## config.mk

```make
export PLATFORM = sky130hd
export DESIGN_NAME = approx_compressor_8_2_pipe
export DESIGN_NICKNAME = d
export VERILOG_FILES = /design/src/rtl/approx_compressor_8_2_pipe.sv
export SDC_FILE = /design/constraint.sdc
export NUM_CORES = 1
export LEC_CHECK = 0
export CORE_AREA = 2 2 97 99
export CTS_CLUSTER_SIZE = 8
export DETAILED_ROUTE_END_ITERATION = 8
export DIE_AREA = 0 0 99 101
export GPL_TIMING_DRIVEN = 0
export PLACE_DENSITY_LB_ADDON = 0.1
export SETUP_SLACK_MARGIN = 0.05
export SLEW_MARGIN = 20
export SYNTH_ARGS = -nofsm -noshare
export SYNTH_HDL_FRONTEND = slang
export SYNTH_SLANG_ARGS = --single-unit
```

## constraint.sdc

```tcl
create_clock -name clk -period 8.6 [get_ports clk]
set_clock_uncertainty 0.05 [all_clocks]
set_input_delay 0.86 -clock clk [delete_from_list [all_inputs] [get_ports clk]]
set_output_delay 0.86 -clock clk [all_outputs]
set_load 0.01 [all_outputs]
```

## src/rtl/approx_compressor_8_2_pipe.sv

```systemverilog
// Two-stage valid/ready pipeline of LANES 8:2 compressors, exact or approximate per beat.
// Saturating error/sample statistics are collected on delivery of approximate beats.
module approx_compressor_8_2_pipe #(
    parameter int LANES = 4,
    parameter int CNT_W = 16
) (
    input  logic               clk,
    input  logic               rst,
    input  logic               in_valid,
    output logic               in_ready,
    input  logic               in_mode,
    input  logic [8*LANES-1:0] in_data,
    output logic               out_valid,
    input  logic               out_ready,
    output logic [4*LANES-1:0] out_data,
    output logic               out_mode,
    input  logic               clr_stats,
    output logic [CNT_W-1:0]   err_cnt,
    output logic [CNT_W-1:0]   sample_cnt
);
    localparam int IW = $clog2(LANES + 1);
    localparam int SW = CNT_W + IW;

    logic               s1_valid_q, s1_mode_q;
    logic [8*LANES-1:0] s1_data_q;
    logic               s2_valid_q, s2_mode_q;
    logic [4*LANES-1:0] s2_data_q;
    logic [IW-1:0]      s2_nerr_q;
    logic [CNT_W-1:0]   err_q, samp_q;

    logic [4*LANES-1:0] res_d;
    logic [IW-1:0]      nerr_d;
    logic               s1_adv, s2_adv, accept, xfer_approx;

    // approx_full_adder_v1: returns {cout, sum}; carry only on a&b, cin forces sum
    function automatic logic [1:0] afa(input logic a, input logic b, input logic c);
        afa = {a & b, (a ^ b) | c};
    endfunction

    function automatic logic [3:0] popcnt(input logic [7:0] d);
        popcnt = '0;
        for (int i = 0; i < 8; i++) popcnt = popcnt + {3'b000, d[i]};
    endfunction

    function automatic logic [3:0] approx_tree(input logic [7:0] d);
        logic [1:0] f1a, f1b, f1c, f2s, f2c, f3;
        f1a = afa(d[0], d[1], d[2]);
        f1b = afa(d[3], d[4], d[5]);
        f1c = afa(d[6], d[7], 1'b0);
        f2s = afa(f1a[0], f1b[0], f1c[0]);
        f2c = afa(f1a[1], f1b[1], f1c[1]);
        f3  = afa(f2c[0], f2s[1], 1'b0);
        approx_tree = {2'b00, f3[0], f2s[0]};
    endfunction

    function automatic logic [CNT_W-1:0] sat_add(input logic [CNT_W-1:0] a,
                                                 input logic [IW-1:0] b);
        logic [SW-1:0] s;
        s = SW'(a) + SW'(b);
        if (s[SW-1:CNT_W] != '0) sat_add = '1;
        else sat_add = s[CNT_W-1:0];
    endfunction

    assign s2_adv      = !s2_valid_q || out_ready;
    assign s1_adv      = s2_adv || !s1_valid_q;
    assign in_ready    = !rst && s1_adv;
    assign accept      = in_valid && in_ready;
    assign xfer_approx = s2_valid_q && out_ready && s2_mode_q;

    always_comb begin
        res_d  = '0;
        nerr_d = '0;
        for (int k = 0; k < LANES; k++) begin
            logic [3:0] ex, ap;
            ex = popcnt(s1_data_q[8*k +: 8]);
            ap = approx_tree(s1_data_q[8*k +: 8]);
            res_d[4*k +: 4] = s1_mode_q ? ap : ex;
            if (ap != ex) nerr_d = nerr_d + 1'b1;
        end
    end

    always_ff @(posedge clk or posedge rst) begin
        if (rst) begin
            s1_valid_q <= 1'b0;
            s1_mode_q  <= 1'b0;
            s1_data_q  <= '0;
        end else if (s1_adv) begin
            s1_valid_q <= accept;
            if (accept) begin
                s1_mode_q <= in_mode;
                s1_data_q <= in_data;
            end
        end
    end

    always_ff @(posedge clk or posedge rst) begin
        if (rst) begin
            s2_valid_q <= 1'b0;
            s2_mode_q  <= 1'b0;
            s2_data_q  <= '0;
            s2_nerr_q  <= '0;
        end else if (s2_adv) begin
            s2_valid_q <= s1_valid_q;
            if (s1_valid_q) begin
                s2_mode_q <= s1_mode_q;
                s2_data_q <= res_d;
                s2_nerr_q <= nerr_d;
            end
        end
    end

    always_ff @(posedge clk or posedge rst) begin
        if (rst) begin
            err_q  <= '0;
            samp_q <= '0;
        end else if (clr_stats) begin
            err_q  <= '0;
            samp_q <= '0;
        end else if (xfer_approx) begin
            err_q  <= sat_add(err_q, s2_nerr_q);
            samp_q <= sat_add(samp_q, IW'(LANES));
        end
    end

    assign out_valid  = s2_valid_q;
    assign out_data   = s2_data_q;
    assign out_mode   = s2_mode_q;
    assign err_cnt    = err_q;
    assign sample_cnt = samp_q;

endmodule
```

**Word-level counts from Yosys, hierarchy flattened**

Cells that the tools add are included.

- Bits in registers: 87
- Logic and storage cells: 130

- Add/sub/neg operators: 33
- Eq/ne operators: 4
- Multiplexer cells: 14
- Bitwise operators: 56
- Reduce and logical (&&, ||, !) cells: 14

Operators by type and width:

| operator | number |
|---|---|
| $mux 16 | 6 |
| $add 4x1->4 | 16 |
| $xor 1x1->1 | 24 |
| $add 16x3->17 | 1 |
| $add 16x3->17 const B | 1 |
| $add 3x1->4 | 4 |
| $and 1x1->1 | 16 |
| $mux 4 | 4 |
| $ne 2x4->1 | 4 |
| $or 1x1->1 | 16 |
| $add 2x1->3 | 4 |
| $mux 3 | 3 |
| $add 1x1->2 | 4 |
| $add 3x1->3 const B | 2 |
| $reduce_bool 3->1 | 2 |
| $logic_and 1x1->1 | 4 |
| $reduce_and 2->1 | 2 |
| $logic_not 1->1 | 3 |
| $add 1x1->2 const B | 1 |
| $logic_or 1x1->1 | 2 |
| $reduce_bool 2->1 | 1 |
| $mux 1 | 1 |

**Longest topological paths before layout**

Gate-level depths: netlist of run 1.

- Word-level depth: 15
- Mapped depth: 18
- Gate-level depth less buffers: 18

**Worst setup path after synthesis of run 1**

No wires, ideal clock.

- Kind: reg2reg
- Start: register s1_data_q[8]
- End: register s2_nerr_q[2]
- Arrival time: 4349 ps
- Required time: 8415 ps
- Setup slack: 4066 ps
- Cell stages (with the launch flop): 19
- Clock period less this slack: 4534 ps
- Cell sequence: dfrtp_1 fa_1 inv_1 fa_1 fa_1 inv_1 ha_1 fa_1 xor2_1 or4_1 inv_1 ha_1 a21boi_0 nor2_1 ha_1 inv_1 a31oi_1 xnor2_1 o21ai_0

- Word-level cells in the longest chain between the ends: 13
- Elaborated cells between the ends (all ways): 22

RTL lines:

| what | RTL line | text |
|---|---|---|
| from (decl) | 25 | `logic [8*LANES-1:0] s1_data_q;` |
| from (signal assigned) | 91 | `s1_data_q <= in_data;` |
| $add 1x1->2 | 42 | `for (int i = 0; i < 8; i++) popcnt = popcnt + {3'b000, d[i]};` |
| $add 2x1->3 | 42 |  |
| $add 3x1->4 | 42 |  |
| $add 4x1->4 (4 in series) | 42 |  |
| $ne 2x4->1 * | 78 | `if (ap != ex) nerr_d = nerr_d + 1'b1;` |
| $mux 3 * | 78 |  |
| $add 3x1->3 | 78 |  |
| $mux 3 * | 78 |  |
| $add 3x1->3 | 78 |  |
| $mux 3 * | 78 |  |
| to (signal assigned) | 107 | `s2_nerr_q <= nerr_d;` |
| to (decl) | 28 | `logic [IW-1:0] s2_nerr_q;` |

Every way passes the cells marked *; elsewhere a longest branch is shown, timed or not.
A chain may end at the register's enable or synchronous reset.

**Final worst setup path of run 1**

Same ends and word-level chain as after synthesis.

==> flow_metrics.env, run 1 <==
export IMPL_gp_congestion=0.839
export IMPL_cts_setup_buffers=0
export IMPL_ys_seq_area_frac=0.422
export IMPL_dpl_hpwl_um=8130
export IMPL_insertion_delay_ns=0.36
export IMPL_crit_path_end_kind="register"
export IMPL_avgSynthCellArea_sq_um=10.5
export IMPL_n_antenna_cell=0
export IMPL_antenna_found_initial=0
export IMPL_ys_flop_type="dfrtp_1"
export IMPL_core_sq_um=8980
export IMPL_htreeDepth=3
export IMPL_synth_adder_area_share=0.153
export IMPL_drt_iter0_markers=151
export IMPL_run_status="finished clean"
export IMPL_yosys_area_share_xor_xnor=0.0596
export IMPL_yosysMostFrequentCell="dfrtp_1"
export IMPL_slew_headroom=0.569
export IMPL_min_period_over_period=0.561
export IMPL_syn_inst=485
export IMPL_die_area_sq_um=10000
export IMPL_synth_compound_area_share=0.0959
export IMPL_total_power_w=0.00181
export IMPL_synth_top_area_frac=0.422
export IMPL_initial_core_util=0.568
export IMPL_pin_count=89
export IMPL_gr_usage_met2=0.397
export IMPL_async_flop_share=1.00
export IMPL_final_antenna_net_count=0
export IMPL_die_w_um=99
export IMPL_synth_area_sq_um=5100
export IMPL_synth_area_mux_share=0.0927
export IMPL_syn_num_nets=575
export IMPL_fin_crit_ns=4.82
export IMPL_fmax_mhz=207
export IMPL_cp_required_ns=8.77
export IMPL_synth_edf_count=0
export IMPL_overflow=0
export IMPL_routed_via_density=5.53
export IMPL_hold_class="register to register"
export IMPL_drive_gt1_frac=0.122
export IMPL_post_route_drc_count=0
export IMPL_grt_max_degree=52
export IMPL_design_area_sq_um=6350
export IMPL_use_met3=0.0305
export IMPL_ir_drop_uv=176
export IMPL_synth_area_leaders="dfrtp_1, ha_1, mux2_2"
export IMPL_die_h_um=101
export IMPL_fin_tns_setup_ns=0
export IMPL_setup_viol=0
export IMPL_synth_top_family_by_area="adder cells"
export IMPL_synth_simple_area_share=0.128
export IMPL_p_per_area_nw_per_um2=285
export IMPL_wl_per_cell_um=15.3
export IMPL_numClockSinks=86
export IMPL_cts_tree="built"
export IMPL_clk_path_buf_depth=2
export IMPL_ys_types=52
export IMPL_drv_cap=0
export IMPL_dr_pass1_iters=4
export IMPL_ys_warn_count=0
export IMPL_slew_viol_final=0
export IMPL_syn2layout_area_growth_pct=24.4
export IMPL_arrival_ns=4.99
export IMPL_grt_first_pass_wirelength_um=18200
export IMPL_finalNetCount=675
export IMPL_tightest_slew_ns=0.640
export IMPL_busiest_layer="met2"
export IMPL_rows=35
export IMPL_rsz0062_at_grt="no"
export IMPL_cts_buffers=9
export IMPL_synth_largest_area_cell="dfrtp_1"
export IMPL_worst_path_max_fanout=3
export IMPL_place_area_sq_um=6150
export IMPL_p_leak_nw=2.86
export IMPL_worstSetupPathType="register to register"
export IMPL_hold_viol=0
export IMPL_use_met1=0.285
export IMPL_grt_pass1_vias=3910
export IMPL_port_buffer_count=88
export IMPL_grtUsageTotal=0.230
export IMPL_postCtsHoldBufs=0
export IMPL_vias=3868
export IMPL_path_clk_slew_ns=0.09
export IMPL_synth_commonest_cells="dfrtp_1, inv_1, ha_1, o21ai_0, mux2_2"
export IMPL_root_buffer="clkbuf_8"
export IMPL_cp_start_kind="register"
export IMPL_routed_wl_um=10700
export IMPL_synth_seq_cells=86
export IMPL_post_cts_resize_count=0
-- metal layers --
metal / wire length [um] / up-vias
met2: 5580 / 96
met5: 0 / -
met3: 407 / 16
met1: 4480 / 1882
met4: 221 / 0
li1: - / 1874
-- worst paths after layout --
path / start / slack, ns / end / cells after the start
max: s1_data_q[8]$_DFFE_PP0P_ / 3.78 / s2_nerr_q[2]$_DFFE_PP0P_ / 18
min: s2_nerr_q[0]$_DFFE_PP0P_ / 0.44 / s2_nerr_q[0]$_DFFE_PP0P_ / 2
max reg2reg: s1_data_q[8]$_DFFE_PP0P_ / 3.78 / s2_nerr_q[2]$_DFFE_PP0P_ / 18
min reg2reg: s2_nerr_q[0]$_DFFE_PP0P_ / 0.44 / s2_nerr_q[0]$_DFFE_PP0P_ / 2
max in group asynchronous: rst / 7.01 / out_data[6]$_DFFE_PP0P_ / 3
min in group asynchronous: rst / 0.88 / s1_data_q[3]$_DFFE_PP0P_ / 2
-- cells in the final DEF, fill, tap and decap left out, types with 4 or more instances in the layout --
master           Yosys  layout
clkbuf_1            10      10
nor2b_1              5       5
nand3_1             19      19
o21ai_0             35      35
buf_2                5       5
a21oi_1             12      12
nor2_1              33      33
dfrtp_1             86      86
mux2_2              34      34
or2_2                8       8
a31oi_1              4       4
mux2i_1              9       9
ha_1                35      35
inv_1               45      44
and3_1               4       4
nand4_1              5       5
nand2_1             32      32
clkbuf_8             0      11
clkdlybuf4s50_1      0      88
fa_1                17      17
xnor2_1             15      15
nor3_1               9       9
a311oi_1             7       7
xor2_1              17      17
-- flip-flops by register name (all words and copies together) (netlist names) --
register	cells
s1_valid_q	1
out_mode	1
out_valid	1
sample_cnt	15
s1_data_q	32
out_data	16
err_cnt	16
s2_nerr_q	3
s1_mode_q	1
-- cell type report --
class                      count  area (sq um)
tap                          111           139
timing repair buffer          89           908
buffer                        17          81.3
fill                         695          2630
multi-input combinational    337          2700
clock inverter                 3          43.8
sequential                    86          2150
clock buffer                  11           151
inverter                      45           171
-- report_power, final --
part | total (W) | leakage (nW) | switching [W] | internal (W)
sequential | 0.000529 | 1.10 | 0.0000541 | 0.000475
clock | 0.000291 | 0.102 | 0.000143 | 0.000148
combinational | 0.000986 | 1.66 | 0.000506 | 0.000480
-- critical path: stages, from the launching register on --
cell and delay [ns]:
dfrtp_1 0.43, fa_1 0.54, inv_1 0.06, fa_1 0.46
fa_1 0.49, inv_1 0.04, ha_1 0.20, fa_1 0.47
xor2_1 0.17, or4_1 0.55, inv_1 0.07, ha_1 0.23
a21boi_0 0.16, nor2_1 0.14, ha_1 0.14, inv_1 0.04
a31oi_1 0.16, xnor2_1 0.15, o21ai_0 0.10
-- stage by stage --
stage | cells | worst slack [ns] | hold slack (ns) | utilization
5_1_grt | 699 | 3.47 | 0.480 | 0.707
3_5_place_dp | 685 | 3.77 | 0.427 | 0.685
2_1_floorplan | 485 | 4.07 | 0.403 | -
3_3_place_gp | 684 | 3.88 | 0.415 | 0.682
6_report | 699 | 3.78 | 0.439 | 0.707
4_1_cts | 699 | 3.75 | 0.447 | 0.707
-- kinds of logic after synthesis --
| kind of cell | after synthesis |
|---|---|
| buf+inv | 62 |
| fa+ha+maj | 52 |
| flops | 86 |
| compound gates | 79 |
| simple gates | 130 |
| mux | 43 |
| xor+xnor | 33 |
(Power assumes the default switching activity.)
==> run 2: changes to the inputs <==
CORE_AREA = 2 2 107 109   (was 2 2 97 99)
DIE_AREA = 0 0 109 111   (was 0 0 99 101)
clock period = 4.2 ns   (was 8.6 ns; I/O delays follow)
==> run 2 against run 1 <==
Net effect: the flow now finishes with violations (negative setup slack); critical endpoint unchanged; wire length increased by 3.9%; non-clock buffer count grew 2; largest cell class unchanged; power is 140% higher; largest power group unchanged.
==> flow_metrics.env, run 2 (synthesis gave the netlist of run 1 again) <==
export IMPL_pin_count=89
export IMPL_mostFrequentLayoutCell="clkdlybuf4s50_1"
export IMPL_crit_top_cell="inv_2"
export IMPL_p_switching_w=0.00166
export IMPL_die_w_um=109
export IMPL_antenna_found_initial=0
export IMPL_multiInputGateArea_sq_um=2790
export IMPL_p_clk_frac=0.180
export IMPL_postCtsHoldBufs=0
export IMPL_rsz0062_at_grt="yes"
export IMPL_crit_buf_inv=4
export IMPL_clk_path_buf_depth=2
export IMPL_drv_cap=0
export IMPL_p_per_area_nw_per_um2=652
export IMPL_cp_start_kind="register"
export IMPL_run_status="finished with violations"
export IMPL_tightest_slew_ns=0.667
export IMPL_worstSetupPathType="register to register"
export IMPL_finalNetCount=677
export IMPL_fmax_mhz=221
export IMPL_grt_max_degree=52
export IMPL_final_antenna_net_count=0
export IMPL_pre_cts_ws_ns=-0.482
export IMPL_path_clk_slew_ns=0.06
export IMPL_grt_pass1_vias=4017
export IMPL_arrival_ns=4.70
export IMPL_hold_viol=0
export IMPL_crit_path_end_kind="register"
export IMPL_initial_core_util=0.461
export IMPL_overflow=0
export IMPL_power_share_switching=0.388
export IMPL_layout_common_cells="clkdlybuf4s50_1, dfrtp_1, inv_1, o21ai_0, mux2_2"
export IMPL_cp_required_ns=4.37
export IMPL_min_period_over_period=1.08
export IMPL_grtUsageTotal=0.199
export IMPL_timing_final_ws_setup_ns=-0.333
export IMPL_slew_viol_final=0
export IMPL_drive_gt1_frac=0.154
export IMPL_largest_reg_flops=32
export IMPL_violations="negative setup slack"
export IMPL_core_sq_um=11100
export IMPL_port_buffer_count=88
export IMPL_root_buffer="clkbuf_16"
export IMPL_vias=3919
export IMPL_cts_buffers=9
export IMPL_gp_congestion=0.816
export IMPL_design_area_sq_um=6570
export IMPL_rows=39
export IMPL_p_leak_nw=2.92
export IMPL_dpl_hpwl_um=8300
export IMPL_crit_chain="fa_1 -> inv_2 -> fa_1 -> fa_1 -> inv_2 -> ha_4 -> fa_2 -> xor2_1 -> or4_4 -> inv_2 -> ha_4 -> and3b_2 -> nor2_4 -> ha_4 -> inv_2 -> a31oi_2 -> xnor2_1 -> o21ai_1"
export IMPL_worst_path_max_fanout=3
export IMPL_dr_pass1_iters=4
export IMPL_critPathMaxStageDelay_ns=0.56
export IMPL_hold_class="register to register"
export IMPL_p_int_w=0.00262
export IMPL_slew_headroom=0.550
export IMPL_cpMaxStageDelayCell="fa_1"
export IMPL_numClockSinks=86
export IMPL_place_area_sq_um=6190
export IMPL_wl_per_cell_um=15.1
export IMPL_drt_iter0_markers=206
export IMPL_die_h_um=111
export IMPL_routed_via_density=5.33
export IMPL_critPathTopFamily="adder cells"
export IMPL_largest_register="s1_data_q"
export IMPL_post_route_drc_count=0
export IMPL_htreeDepth=3
export IMPL_ir_drop_uv=384
export IMPL_grt_first_pass_wirelength_um=18800
export IMPL_regArea_sq_um=2150
export IMPL_p_seq_frac=0.253
export IMPL_n_antenna_cell=0
export IMPL_routed_wl_um=11100
export IMPL_fin_crit_ns=4.53
export IMPL_setup_viol=3
export IMPL_die_area_sq_um=12100
export IMPL_combPwrFrac=0.567
export IMPL_nFillCells=983
export IMPL_insertion_delay_ns=0.35
export IMPL_cts_tree="built"
export IMPL_syn2layout_area_growth_pct=28.9
==> run 2: changes by cell type in the layout (fill, tap and decap cells not counted), sizes merged <==
| cell | delta |
|---|---|
| buf | +2 |
| clkinv | +3 |
| inv | -1 |
| clkbuf | +1 |
| bufinv | -1 |
==> run 2: area by class of cell <==
type	count	area share
multi-input cells	337	0.424
flip-flops and latches	86	0.327
plain buffers	17	0.0124
clock inverters	4	0.00305
inverters	45	0.0261
well taps	143	0.0272
clock buffers	12	0.0405
repair buffers	91	0.139
==> run 2: stage by stage <==
stage | std cells | power (W) | TNS [ns] | utilization | hold slack, ns
after floorplan | 485 | 0.00257 | -0.442 | - | 0.403
after CTS | 735 | 0.00412 | -0.745 | 0.590 | 0.438
after global placement | 716 | 0.00306 | -1.12 | 0.556 | 0.416
after global routing | 735 | 0.00466 | -1.21 | 0.593 | 0.468
after detailed placement | 717 | 0.00312 | -1.18 | 0.558 | 0.424
final | 735 | 0.00428 | -0.801 | 0.593 | 0.436
==> run 2: layer usage <==
layer	GRT usage	up-vias	part of all wire
met5	0	-	0
met2	0.331	83	0.50
met4	0.0761	0	0.024
met3	0.0417	20	0.040
met1	0.250	1940	0.43
li1	-	1876	-
==> run 2: path summary, 6_finish.rpt <==
| kind | start | to | slack, ns | cells past startpoint |
|---|---|---|---|---|
| setup / recovery | s1_data_q[8]$_DFFE_PP0P_ | s2_nerr_q[2]$_DFFE_PP0P_ | -0.33 | 18 |
| setup reg to reg | s1_data_q[8]$_DFFE_PP0P_ | s2_nerr_q[2]$_DFFE_PP0P_ | -0.33 | 18 |
| hold / removal | out_data[2]$_DFFE_PP0P_ | out_data[2]$_DFFE_PP0P_ | 0.44 | 2 |
| hold reg to reg | out_data[2]$_DFFE_PP0P_ | out_data[2]$_DFFE_PP0P_ | 0.44 | 2 |
| min in group asynchronous | rst | s1_data_q[7]$_DFFE_PP0P_ | 0.51 | 2 |
| max in group asynchronous | rst | sample_cnt[8]$_DFFE_PP0P_ | 2.98 | 3 |
==> run 2: timing repair <==
action	4_1_cts	5_1_grt
setup buffers	2	0
endpoints found under the setup margin	3	3
pin swaps	4	3
resized for setup	10	10
==> run 2: worst register-to-register path: stages, from the launching register on <==
cell     delay [ns]
dfrtp_1        0.40
fa_1           0.56
inv_2          0.04
fa_1           0.46
fa_1           0.51
inv_2          0.05
ha_4           0.15
fa_2           0.45
xor2_1         0.17
or4_4          0.43
inv_2          0.09
ha_4           0.20
and3b_2        0.27
nor2_4         0.04
ha_4           0.15
inv_2          0.04
a31oi_2        0.03
xnor2_1        0.21
o21ai_1        0.08
==> run 2: power groups by stage <==
stage                     Sequential [W]  Combinational (W)  Clock (W)
after floorplan                  0.00110            0.00147          0
after global placement           0.00110            0.00197          0
after detailed placement         0.00110            0.00202          0
after CTS                        0.00109            0.00225   0.000781
after global routing             0.00110            0.00273   0.000821
final                            0.00109            0.00243   0.000770
==> run 3: changes to the inputs <==
CORE_AREA = 2 2 91 127   (was 2 2 107 109)
DIE_AREA = 0 0 93 129   (was 0 0 109 111)
==> run 3 against run 2 <==
Net effect: the flow still finishes with violations (negative setup slack); sequential power barely moved; hold slack got worse by 0.0044 ns; clock power rose by 9.9%; worst setup slack got worse by 0.0089 ns; wire length grew 1.5%; non-clock buffer count is 2 higher; sequential share of layout area is 0.24 points lower; global-route usage rose by 0.069 points; cell area increased by 0.74%; first-iteration DRC count down 4.9%; critical path depth is the same; critical path type unchanged; largest cell class unchanged; largest power group unchanged.
==> flow_metrics.env, run 3 (synthesis gave the netlist of run 1 again) <==
export IMPL_vias=3930
export IMPL_postCtsHoldBufs=0
export IMPL_hold_viol=0
export IMPL_clk_path_buf_depth=2
export IMPL_fin_tns_setup_ns=-0.911
export IMPL_gr_usage_met2=0.368
export IMPL_arrival_ns=4.70
export IMPL_post_route_drc_count=0
export IMPL_ir_drop_uv=396
export IMPL_whs_ns=0.432
export IMPL_min_from="out_data[2]$_DFFE_PP0P_"
export IMPL_p_seq_frac=0.241
export IMPL_cts_tree="built"
export IMPL_min_period_over_period=1.08
export IMPL_tightest_slew_ns=0.627
export IMPL_drv_cap=0
export IMPL_path_clk_slew_ns=0.06
export IMPL_antenna_found_initial=0
export IMPL_use_met3=0.0328
export IMPL_slew_viol_final=0
export IMPL_use_met1=0.234
export IMPL_crit_path_end_kind="register"
export IMPL_core_sq_um=10800
export IMPL_power_share_switching=0.386
export IMPL_cp_start_kind="register"
export IMPL_p_int_w=0.00277
export IMPL_violations="negative setup slack"
export IMPL_min_path_cells=2
export IMPL_root_buffer="clkbuf_16"
export IMPL_finalNetCount=679
export IMPL_hold_class="register to register"
export IMPL_n_antenna_cell=0
export IMPL_overflow=0
export IMPL_numClockSinks=86
export IMPL_worstRegToRegCells=18
export IMPL_fmax_mhz=220
export IMPL_rsz0062_at_grt="yes"
export IMPL_busiest_layer="met2"
export IMPL_rr_startpoint="s1_data_q[8]$_DFFE_PP0P_"
export IMPL_cp_required_ns=4.36
export IMPL_routed_wl_um=11300
export IMPL_grt_first_pass_wirelength_um=18800
export IMPL_dpl_hpwl_um=8510
export IMPL_drive_gt1_frac=0.155
export IMPL_insertion_delay_ns=0.34
export IMPL_reg2reg_slack_ns=-0.34
export IMPL_drt_iter0_markers=196
export IMPL_setup_viol=3
export IMPL_combPwrFrac=0.572
export IMPL_p_leak_nw=2.93
export IMPL_die_w_um=93
export IMPL_largest_reg_flops=32
export IMPL_p_per_area_nw_per_um2=682
export IMPL_timing_final_ws_setup_ns=-0.342
export IMPL_grt_pass1_vias=3968
export IMPL_worst_r2r_endpoint="s2_nerr_q[2]$_DFFE_PP0P_"
export IMPL_die_h_um=129
export IMPL_final_antenna_net_count=0
export IMPL_wl_per_cell_um=15.3
export IMPL_layout_common_cells="clkdlybuf4s50_1, dfrtp_1, inv_1, o21ai_0, mux2_2"
export IMPL_p_clk_frac=0.187
export IMPL_gp_congestion=0.867
export IMPL_largest_register="s1_data_q"
export IMPL_htreeDepth=3
export IMPL_initial_core_util=0.472
export IMPL_dr_pass1_iters=6
export IMPL_grtUsageTotal=0.199
export IMPL_slew_headroom=0.582
export IMPL_port_buffer_count=88
export IMPL_run_status="finished with violations"
export IMPL_worstSetupPathType="register to register"
export IMPL_worst_path_max_fanout=3
export IMPL_p_switching_w=0.00174
export IMPL_grt_max_degree=47
export IMPL_routed_via_density=5.35
export IMPL_mostFrequentLayoutCell="clkdlybuf4s50_1"
export IMPL_hold_path_end="out_data[2]$_DFFE_PP0P_"
export IMPL_pin_count=89
export IMPL_syn2layout_area_growth_pct=29.8
export IMPL_fin_crit_ns=4.54
export IMPL_rows=45
export IMPL_cts_buffers=9
export IMPL_die_area_sq_um=12000
[run 3: repair_timing]
action                                  4_1_cts  5_1_grt
setup buffers                                 3        1
pin swaps                                     8        1
endpoints found under the setup margin        3        3
gates resized for setup                      11        9
[run 3: per-stage QoR]
stage	cells	setup slack (ns)	power, W	area, sq um	util
after floorplan	485	-0.189	0.00257	5100	-
after global placement	714	-0.442	0.00306	6160	0.570
after detailed placement	715	-0.535	0.00315	6180	0.572
after CTS	734	-0.381	0.00423	6570	0.608
after global routing	735	-0.503	0.00487	6620	0.613
final	735	-0.342	0.00452	6620	0.613
[run 3: layer usage]
layer,up-vias,part of all wire
li1,1874,-
met1,1950,0.39
met2,91,0.56
met3,15,0.039
met4,0,0.016
met5,-,0
[run 3: cell type report]
class / instances / area, sq um
Buffer: 17 / 81.3
Clock buffer: 14 / 284
Clock inverter: 2 / 37.5
Fill cell: 941 / 4190
Inverter: 45 / 171
Multi-Input combinational cell: 337 / 2790
Sequential cell: 86 / 2150
Tap cell: 141 / 176
Timing Repair Buffer: 93 / 935
[run 3: power groups by stage]
stage	combinational [W]	sequential (W)	clock [W]
floorplan	0.00147	0.00110	0
global placement	0.00196	0.00110	0
global route	0.00286	0.00111	0.000906
detailed placement	0.00205	0.00110	0
finish	0.00258	0.00109	0.000846
CTS	0.00228	0.00109	0.000865
[run 3: how the worst max path moves through the flow]
stage | start | endpoint | slack (ns) | depth (start not counted)
after floorplan | s1_data_q[8]$_DFFE_PP0P_ | s2_nerr_q[2]$_DFFE_PP0P_ | -0.19 | 18
after global placement | s1_data_q[0]$_DFFE_PP0P_ | s2_nerr_q[2]$_DFFE_PP0P_ | -0.44 | 17
after detailed placement | s1_data_q[8]$_DFFE_PP0P_ | s2_nerr_q[2]$_DFFE_PP0P_ | -0.53 | 18
after CTS | s1_data_q[8]$_DFFE_PP0P_ | s2_nerr_q[2]$_DFFE_PP0P_ | -0.38 | 18
after global routing | s1_data_q[8]$_DFFE_PP0P_ | s2_nerr_q[2]$_DFFE_PP0P_ | -0.50 | 18
final | s1_data_q[8]$_DFFE_PP0P_ | s2_nerr_q[2]$_DFFE_PP0P_ | -0.34 | 18
[run 3: critical path, stage by stage (launching register included)]
cell and delay [ns]:
dfrtp_1 0.40, fa_1 0.54, inv_1 0.05, fa_1 0.44, fa_1 0.49, inv_1 0.04, ha_2 0.17, fa_1 0.49
xor2_1 0.18, or4_4 0.44, inv_2 0.08, ha_4 0.19, a21boi_4 0.15, nor2_4 0.15, ha_4 0.15, inv_2 0.04
a31oi_4 0.14, xnor2_1 0.14, o21ai_1 0.08
==> variant (config.mk and constraints of run 3) <==
Set the parameter `CNT_W` to 14 (it was 16).
--- a/src/rtl/approx_compressor_8_2_pipe.sv
+++ b/src/rtl/approx_compressor_8_2_pipe.sv
@@ -2,7 +2,7 @@
 // Saturating error/sample statistics are collected on delivery of approximate beats.
 module approx_compressor_8_2_pipe #(
     parameter int LANES = 4,
-    parameter int CNT_W = 16
+    parameter int CNT_W = 14
 ) (
     input  logic               clk,
     input  logic               rst,
Ports: changed (resized err_cnt and sample_cnt); port bits go from 89 to 85. The function was not compared with the original's and may differ.
==> variant against run 3 <==
- the flow still finishes with violations (negative setup slack)
- fmax increased by 1.8%
- sequential cell count decreased by 4
- worst setup slack improved by 0.080 ns
- design area decreased by 5.3%
- first-iteration DRC count decreased by 51%
- total power decreased by 8.6%
- area after synthesis decreased by 4.8%
- wire length decreased by 8.7%
==> variant: results (changes against run 3) <==
| Metric | Value |
|---|---|
| Failing checks | `negative setup slack (unchanged)` |
| Drt first pass iters | `4 (was 6)` |
| Clk pwr share | `0.176 (was 0.187)` |
| Multi-input gates | `325 (was 337)` |
| IO Port Bufs | `83 (was 88)` |
| Layout fillers | `977 (was 941)` |
| Area after DPL | `5930 um^2 (was 6180 um^2)` |
| Final-layout non-clock buffer area share | `0.154 (was 0.153)` |
| VDD IR-drop max | `0.450 mV (was 0.396 mV)` |
| Setup ws final | `-0.263 ns (was -0.342 ns)` |
| Sequential element share of the synthesized area | `0.423 (was 0.422)` |
| CLK BUF | `12 (was 14)` |
| Number of global-route vias before repair | `3744 (was 3968)` |
| Placed insts | `690 (was 715)` |
| Inverters | `42 (was 45)` |
| Post-synth cell types | `48 (was 52)` |
| Final setup viols | `3 (unchanged)` |
| Met1 Usage GRT | `0.224 (was 0.234)` |
| Outcome | `complete, but fails checks (unchanged)` |
| Routed length on met1 | `4.27 mm (was 4.39 mm)` |
| Mux share of post-synthesis cell area | `0.0954 (was 0.0927)` |
| Post-route cell area | `6270 um^2 (was 6620 um^2)` |
| Slew @ Worst Pin | `0.596 ns (was 0.627 ns)` |
| Synth top area cells | `dfrtp_1, ha_1, mux2_1 (was dfrtp_1, ha_1, mux2_2)` |
| Final TNS setup | `-0.669 ns (was -0.911 ns)` |
| Wire per inst | `14.5 um (was 15.3 um)` |
| Via-to-Cell Ratio | `5.12 (was 5.35)` |
| Syn Area/Cell | `10.4 um^2 (was 10.5 um^2)` |
| Multi-input logic portion of the cell area | `0.422 (was 0.421)` |
| Combinational share of power | `0.570 (was 0.572)` |
| First-pass GRT wire length | `17.6 mm (was 18.8 mm)` |
| Compound-Gate Fraction of Synth Area | `0.0874 (was 0.0959)` |
| Wire length on met2 | `5.52 mm (was 6.27 mm)` |
| CP arrival | `4.61 ns (was 4.70 ns)` |
variant: cell count changes after synthesis, moves of 3 or more:
cell      change
a311oi_1      -4
inv_1         -3
nand2_1       +3
a211oi_1      +3
and3_1        +5
o21ai_1      +20
mux2_2       -33
mux2_1       +33
nor2_1        -3
dfrtp_1       -4
o21ai_0      -24
variant: what timing repair did:
| item | in CTS | in global routing |
|---|---|---|
| endpoints found under the setup margin | 3 | 3 |
| cloned | 0 | 0 |
| pin swaps | 4 | 4 |
| setup buffers | 5 | 1 |
| hold buffers | 0 | 0 |
| resized for setup | 4 | 1 |
variant: path summary, 6_finish.rpt:
path                                    from       endpoint
worst max-delay path            s1_data_q[8]   s2_nerr_q[1]
worst min-delay path            out_data[14]   out_data[14]
worst max register to register  s1_data_q[8]   s2_nerr_q[1]
worst min register to register  out_data[14]   out_data[14]
max in group asynchronous                rst   out_data[10]
min in group asynchronous                rst  sample_cnt[5]
